--- src/rtl/taillight_seq_monitor.sv ---
// taillight_seq_monitor
// Passive checker/decoder for the 6-bit tail-light bus {L[2:0], R[2:0]}.
// Samples the lamp pattern every clock, decodes the running sequence,
// counts completed left/right/hazard sequences (saturating), and raises a
// sticky error on illegal patterns, illegal transitions or stuck lamps.
//
// Ports
//   clk        in   clock
//   reset      in   synchronous, active-high reset
//   lights     in   [5:0] lamp pattern, bit 5 = outer-left lamp
//   clr        in   synchronous clear of err, err_code and counters
//   mode       out  [1:0] 00 none, 01 left, 10 right, 11 hazard
//   seq_done   out  one-cycle pulse after a legally completed sequence
//   left_cnt   out  [CNT_W-1:0] completed left sequences
//   right_cnt  out  [CNT_W-1:0] completed right sequences
//   haz_cnt    out  [CNT_W-1:0] completed hazard flashes
//   err        out  sticky error flag
//   err_code   out  [1:0] first error: 01 pattern, 10 transition, 11 timeout
//   dbg_state  out  tracker FSM state: 0 TRACK, 1 RESYNC
//
// There is no valid/ready handshake: lights is consumed on every rising
// edge and every output is a register updated from that same sample.

module taillight_seq_monitor #(
   parameter int MAX_HOLD = 1600,
   parameter int CNT_W    = 4
) (
   input  logic             clk,
   input  logic             reset,
   input  logic [5:0]       lights,
   input  logic             clr,
   output logic [1:0]       mode,
   output logic             seq_done,
   output logic [CNT_W-1:0] left_cnt,
   output logic [CNT_W-1:0] right_cnt,
   output logic [CNT_W-1:0] haz_cnt,
   output logic             err,
   output logic [1:0]       err_code,
   output logic             dbg_state
);

   localparam int HW = $clog2(MAX_HOLD + 1);
   localparam logic [HW-1:0]    HOLD_MAX = HW'(MAX_HOLD);
   // Value of hold_cnt on the sample before it would reach HOLD_MAX.
   localparam logic [HW-1:0]    HOLD_PRE = HW'(MAX_HOLD - 1);
   localparam logic [CNT_W-1:0] CNT_MAX  = {CNT_W{1'b1}};

   localparam logic [5:0] P_IDLE = 6'b000_000;
   localparam logic [5:0] P_L1   = 6'b001_000;
   localparam logic [5:0] P_L2   = 6'b011_000;
   localparam logic [5:0] P_L3   = 6'b111_000;
   localparam logic [5:0] P_R1   = 6'b000_100;
   localparam logic [5:0] P_R2   = 6'b000_110;
   localparam logic [5:0] P_R3   = 6'b000_111;
   localparam logic [5:0] P_LR3  = 6'b111_111;

   localparam logic [1:0] E_PATTERN = 2'b01;
   localparam logic [1:0] E_TRANS   = 2'b10;
   localparam logic [1:0] E_HOLD    = 2'b11;

   typedef enum logic {
      TRACK  = 1'b0,
      RESYNC = 1'b1
   } state_t;

   state_t           state, state_n;
   logic [5:0]       prev, prev_n;
   logic [HW-1:0]    hold_cnt, hold_n;
   logic [1:0]       mode_n;
   logic             seq_done_n;
   logic [CNT_W-1:0] left_n, right_n, haz_n;
   logic [CNT_W-1:0] left_base, right_base, haz_base;
   logic             err_n;
   logic [1:0]       err_code_n;
   logic             new_err;
   logic [1:0]       new_code;

   function automatic logic is_legal(input logic [5:0] p);
      case (p)
         P_IDLE, P_L1, P_L2, P_L3, P_R1, P_R2, P_R3, P_LR3: is_legal = 1'b1;
         default:                                          is_legal = 1'b0;
      endcase
   endfunction

   function automatic logic legal_trans(input logic [5:0] p, input logic [5:0] n);
      logic ok;
      case (p)
         P_IDLE:       ok = (n == P_L1) || (n == P_R1) || (n == P_LR3);
         P_L1:         ok = (n == P_L2) || (n == P_LR3);
         P_L2:         ok = (n == P_L3) || (n == P_LR3);
         P_L3:         ok = (n == P_IDLE) || (n == P_LR3);
         P_R1:         ok = (n == P_R2) || (n == P_LR3);
         P_R2:         ok = (n == P_R3) || (n == P_LR3);
         P_R3:         ok = (n == P_IDLE) || (n == P_LR3);
         P_LR3:        ok = (n == P_IDLE);
         default:      ok = 1'b0;
      endcase
      legal_trans = ok || (n == p);
   endfunction

   function automatic logic [CNT_W-1:0] sat_inc(input logic [CNT_W-1:0] v);
      sat_inc = (v == CNT_MAX) ? v : v + 1'b1;
   endfunction

   always_ff @(posedge clk) begin
      if (reset) begin
         state     <= TRACK;
         prev      <= P_IDLE;
         hold_cnt  <= '0;
         mode      <= 2'b00;
         seq_done  <= 1'b0;
         left_cnt  <= '0;
         right_cnt <= '0;
         haz_cnt   <= '0;
         err       <= 1'b0;
         err_code  <= 2'b00;
      end else begin
         state     <= state_n;
         prev      <= prev_n;
         hold_cnt  <= hold_n;
         mode      <= mode_n;
         seq_done  <= seq_done_n;
         left_cnt  <= left_n;
         right_cnt <= right_n;
         haz_cnt   <= haz_n;
         err       <= err_n;
         err_code  <= err_code_n;
      end
   end

   always_comb begin
      state_n    = state;
      prev_n     = lights;
      mode_n     = mode;
      seq_done_n = 1'b0;

      if (lights != prev)
         hold_n = '0;
      else if (hold_cnt != HOLD_MAX)
         hold_n = hold_cnt + 1'b1;
      else
         hold_n = hold_cnt;

      // clr acts first so that a coincident completion or error lands on
      // top of the cleared values.
      left_base  = clr ? '0 : left_cnt;
      right_base = clr ? '0 : right_cnt;
      haz_base   = clr ? '0 : haz_cnt;
      left_n     = left_base;
      right_n    = right_base;
      haz_n      = haz_base;
      err_n      = clr ? 1'b0 : err;
      err_code_n = clr ? 2'b00 : err_code;

      new_err  = 1'b0;
      new_code = 2'b00;

      case (state)
         TRACK: begin
            if (!is_legal(lights)) begin
               new_err  = 1'b1;
               new_code = E_PATTERN;
            end else if (!legal_trans(prev, lights)) begin
               new_err  = 1'b1;
               new_code = E_TRANS;
            end else if ((lights == prev) && (prev != P_IDLE) && (hold_cnt == HOLD_PRE)) begin
               new_err  = 1'b1;
               new_code = E_HOLD;
            end

            if (new_err) begin
               state_n = RESYNC;
               mode_n  = 2'b00;
               err_n   = 1'b1;
               // Only the first error since reset/clr is recorded.
               if (!err || clr)
                  err_code_n = new_code;
            end else if (lights != prev) begin
               case (lights)
                  P_L1:    mode_n = 2'b01;
                  P_R1:    mode_n = 2'b10;
                  P_LR3:   mode_n = 2'b11;
                  P_IDLE:  mode_n = 2'b00;
                  default: mode_n = mode;
               endcase
               if (lights == P_IDLE) begin
                  seq_done_n = 1'b1;
                  case (prev)
                     P_L3:    left_n  = sat_inc(left_base);
                     P_R3:    right_n = sat_inc(right_base);
                     default: haz_n   = sat_inc(haz_base);
                  endcase
               end
            end
         end

         RESYNC: begin
            mode_n = 2'b00;
            if (lights == P_IDLE) begin
               state_n = TRACK;
               prev_n  = P_IDLE;
               hold_n  = '0;
            end
         end

         default: begin
            state_n = TRACK;
            prev_n  = P_IDLE;
            hold_n  = '0;
         end
      endcase
   end

   assign dbg_state = state;

endmodule

--- config.mk ---
export PLATFORM = sky130hd
export DESIGN_NAME = taillight_seq_monitor
export DESIGN_NICKNAME = d
export VERILOG_FILES = /design/src/rtl/taillight_seq_monitor.sv
export SDC_FILE = /design/constraint.sdc
export NUM_CORES = 1
export LEC_CHECK = 0
export BUFFER_PORTS_ARGS = -buffer_cell sky130_fd_sc_hd__buf_4
export CORE_MARGIN = 3
export CORE_UTILIZATION = 40
export CTS_CLUSTER_DIAMETER = 150
export DETAILED_ROUTE_END_ITERATION = 8
export GPL_TIMING_DRIVEN = 0
export MAX_ROUTING_LAYER = met4
export REMOVE_ABC_BUFFERS = 1
export SLEW_MARGIN = 10
export SYNTH_ARGS = -nofsm -noshare
export SYNTH_HDL_FRONTEND = slang
export SYNTH_SLANG_ARGS = --single-unit
--- constraint.sdc ---
create_clock -name clk -period 6.7 [get_ports clk]
set_clock_uncertainty 0.1 [all_clocks]
set_input_delay 1.34 -clock clk [delete_from_list [all_inputs] [get_ports clk]]
set_output_delay 1.34 -clock clk [all_outputs]
set_load 0.02 [all_outputs]
==> results.tsv <==
stage	metric	value	unit
synth	yosysTopAreaCell	dfxtp_1	
clock_tree	cts_hold_buf	0	
setup_path	max_stage_delay	0.45	ns
clock_tree	cts-htree-levels	2	
synth	yosys_warnings	0	
timing	hold_viol_final	0	
floorplanning	die_w	78.7	um
clock_tree	clkTransAtPathRegs	0.08	ns
placement	dpl.hpwl	3250	um
setup_path	reg2reg_from	prev[4]$_SDFF_PP0_	
global_route	overflow	0	
outcome	status	completed	
floorplanning	fp.coreArea	0.00491	sq mm
setup_path	cp.arrival	3.13	ns
floorplanning	die_h	78.7	um
synth	synth_edf_count	0	
clock_tree	clockBufferDepth	2	
routing	wl_per_cell	13.3	um
pwr	switching_share	24.9	%
setup_path	crit_slowest_cell	o32a_4	
synth	yosysUniqueCellTypes	54	
placement	place_congestion	0.793	
synth	synthSimpleGateAreaFrac	36.8	%
pwr	internal_power	0.000346	W
clock_tree	root_buffer	clkbuf_8	
timing	finalSetupViolations	0	
timing	slew_headroom	63.6	%
clock_tree	cts_sinks	36	
setup_path	path_class	primary input to flop	
synth	synth-xor-area-share	7.87	%
synth	ys_seq_area_share	34.1	%
placement	dp_slack	3.35	ns
setup_path	worstSetupEndpointType	flop	
clock_tree	cts_setup_buffers	0	
setup_path	reg2reg_to	haz_cnt[0]$_SDFF_PP0_	
synth	syn-instance-count	253	
cells_and_area	n_antenna_cell	0	
synth	avgSynthCellArea	8.36	sq um
clock_tree	cts-resized-gates	0	
routing	ant_nets	0	
cells_and_area	drive_gt1_share	17.9	%
synth	synth_flop_cell	dfxtp_1	
synth	synthTopCellsByArea	dfxtp_1 34%, nor2b_1 5.0%, nor2_1 5.0%	
routing	avgViaCountPerCell	5.34	
pwr	p_switching	0.000114	W
job	drv_cap	0	
timing	clock.fmax	330	MHz
clock_tree	cts_tree	built	
worst_hold_path	min_delay_path_depth	2	
routing	drt_iter0_markers	60	
pwr	finalPower	0.000460	W
pwr	p_leak	0.878	nW
cells_and_area	area_growth	15.0	%
routing	drc	0	
pwr	p_per_area	189	mW/mm^2
setup_path	reg2reg_depth	6	
global_route	grt_pass1_wl	7820	um
timing	worst_pin_slew	0.538	ns
cells_and_area	final_core_util	49.6	%
timing	period_share	45.2	%
synth	muxShareOfSynthArea	2.01	%
synth	synth_top_family_by_area	simple AND/OR/NAND/NOR gates	
timing	finalSetupTns	0	ns
placement	port_buffers	27	
synth	synthArstFlopShare	0	%
clock_tree	clk_latency	0.29	ns
setup_path	crit_fanout	8	
setup_path	critPathRequiredTime	6.80	ns
pwr	ir_drop	0.0861	mV
worst_hold_path	min_to	err_code[0]$_SDFF_PP0_	
routing	wl	4540	um
synth	syn_area	0.00212	sq mm
clock_tree	numCtsBuffers	5	
synth	synth_top_area_share	34.1	%
setup_path	start_kind	primary input	
floorplanning	dieArea	0.00620	sq mm
setup_path	worstPathCellList	buf_4 -> nor4_4 -> nand2_4 -> o32a_4 -> nor3b_4 -> a41oi_1 -> a2111oi_2	
timing	rsz0062_at_grt	false	
cells_and_area	nets	287	
pwr	comb_power_share	9.3	%
floorplanning	num_io_pins	28	
timing	fin_ws	3.67	ns
worst_hold_path	hold_class	flop to flop	
timing	post-route-min-period	3.03	ns
timing	holdWs	0.383	ns
global_route	grt_max_degree	24	
synth	synth-compound-area-share	11.8	%
routing	via_count	1821	
setup_path	rrSetupSlack	4.44	ns
synth	synth_seq_cells	36	
floorplanning	rows	25	
pwr	p_seq_share	48.6	%
synth	synth_fa_ha_area_share	2.96	%
worst_hold_path	hp-start	err_code[0]$_SDFF_PP0_	
global_route	grt_antenna_before_repair	0	
routing	first_pass_iters	4	
global_route	grt_pass1_vias	1695	
timing	slew_violations	0	
floorplanning	start_util	43.1	%
global_route	track_usage	16.0	%
pwr	p_clk_share	42.1	%
[cells in the final DEF, fill, tap and decap left out, types with 3 or more instances in the layout]
cell | netlist | final
dfxtp_1 | 36 | 36
nor2_1 | 28 | 28
buf_4 | 0 | 27
nand2_1 | 21 | 21
nor2b_1 | 17 | 17
nand3_1 | 16 | 16
a21oi_1 | 15 | 15
xnor2_1 | 12 | 12
nor3_1 | 12 | 12
xor2_1 | 7 | 7
inv_1 | 5 | 5
nand4_1 | 5 | 5
nor4_1 | 5 | 5
ha_1 | 5 | 5
clkbuf_8 | 0 | 5
nand2b_1 | 4 | 4
and3_1 | 3 | 3
nor4b_1 | 3 | 3
o21ai_0 | 3 | 3
[power by group through the flow]
stage / Clock [W] / Sequential [W] / Combinational, W
floorplan: 0 / 0.000229 / 0.0000228
global placement: 0 / 0.000228 / 0.0000424
detailed placement: 0 / 0.000228 / 0.0000427
CTS: 0.000199 / 0.000223 / 0.0000429
global route: 0.000206 / 0.000224 / 0.0000473
finish: 0.000194 / 0.000224 / 0.0000428
[Yosys cell counts (all sizes together), types with 3 or more instances]
cell type	instances
a2111oi	3
a21oi	15
and3	3
buf	5
clkbuf	9
dfxtp	36
ha	5
inv	5
nand2	22
nand2b	4
nand3	17
nand4	6
nor2	28
nor2b	17
nor3	12
nor4	8
nor4b	3
o21ai	4
xnor2	12
xor2	7
[stage by stage]
| stage | cell area (sq um) | std cells |
|---|---|---|
| floorplan | 2040 | 239 |
| global placement | 2330 | 333 |
| detailed placement | 2330 | 333 |
| CTS | 2430 | 341 |
| global route | 2430 | 341 |
| finish | 2430 | 341 |
[layer usage]
metal / part of all wire [%] / vias up / global-route usage, %
met3: 3.7 / 7 / 2.83
met4: 1.4 / 0 / 6.29
met1: 47 / 847 / 19.5
met2: 48 / 27 / 26.2
li1: - / 940 / -
met5: 0 / - / -
[cell type report]
class,instances,area [sq um]
clock buffer,6,72.6
clock inverter,2,35.0
fill,499,2480
inverter,5,18.8
multi-input combinational,198,1300
sequential,36,721
tap,67,83.8
timing repair buffer,27,203
[critical path, delay by kind of cell]
| kind | cells | cell delay, ns |
|---|---|---|
| buf+inv | 1 | 0.15 |
| simple gates | 3 | 0.81 |
| compound gates | 3 | 0.83 |
[kinds of logic after synthesis]
kind of cell,Yosys count
compound gates,36
xor+xnor,19
fa+ha+maj,5
buf+inv,19
flops,36
mux,4
simple gates,134
[how the worst max path moves through the flow]
stage / slack, ns / depth (start not counted) / to / from
after global routing: 3.51 / 7 / haz_cnt[3]$_SDFF_PP0_ / lights[4]
after floorplan: 3.70 / 6 / haz_cnt[0]$_SDFF_PP0_ / lights[4]
final: 3.67 / 7 / haz_cnt[3]$_SDFF_PP0_ / lights[4]
after detailed placement: 3.35 / 7 / haz_cnt[3]$_SDFF_PP0_ / lights[4]
after global placement: 3.39 / 7 / haz_cnt[0]$_SDFF_PP0_ / lights[4]
after CTS: 3.66 / 7 / haz_cnt[3]$_SDFF_PP0_ / lights[4]
[sequential cells by signal, summed over array words and instances, names as in the netlist]
| name | cells |
|---|---|
| left_cnt | 4 |
| mode | 2 |
| hold_cnt | 11 |
| haz_cnt | 4 |
| seq_done | 1 |
| prev | 6 |
| dbg_state | 1 |
| err_code | 2 |
| right_cnt | 4 |
| err | 1 |
Power figures use the tool's default switching activity.
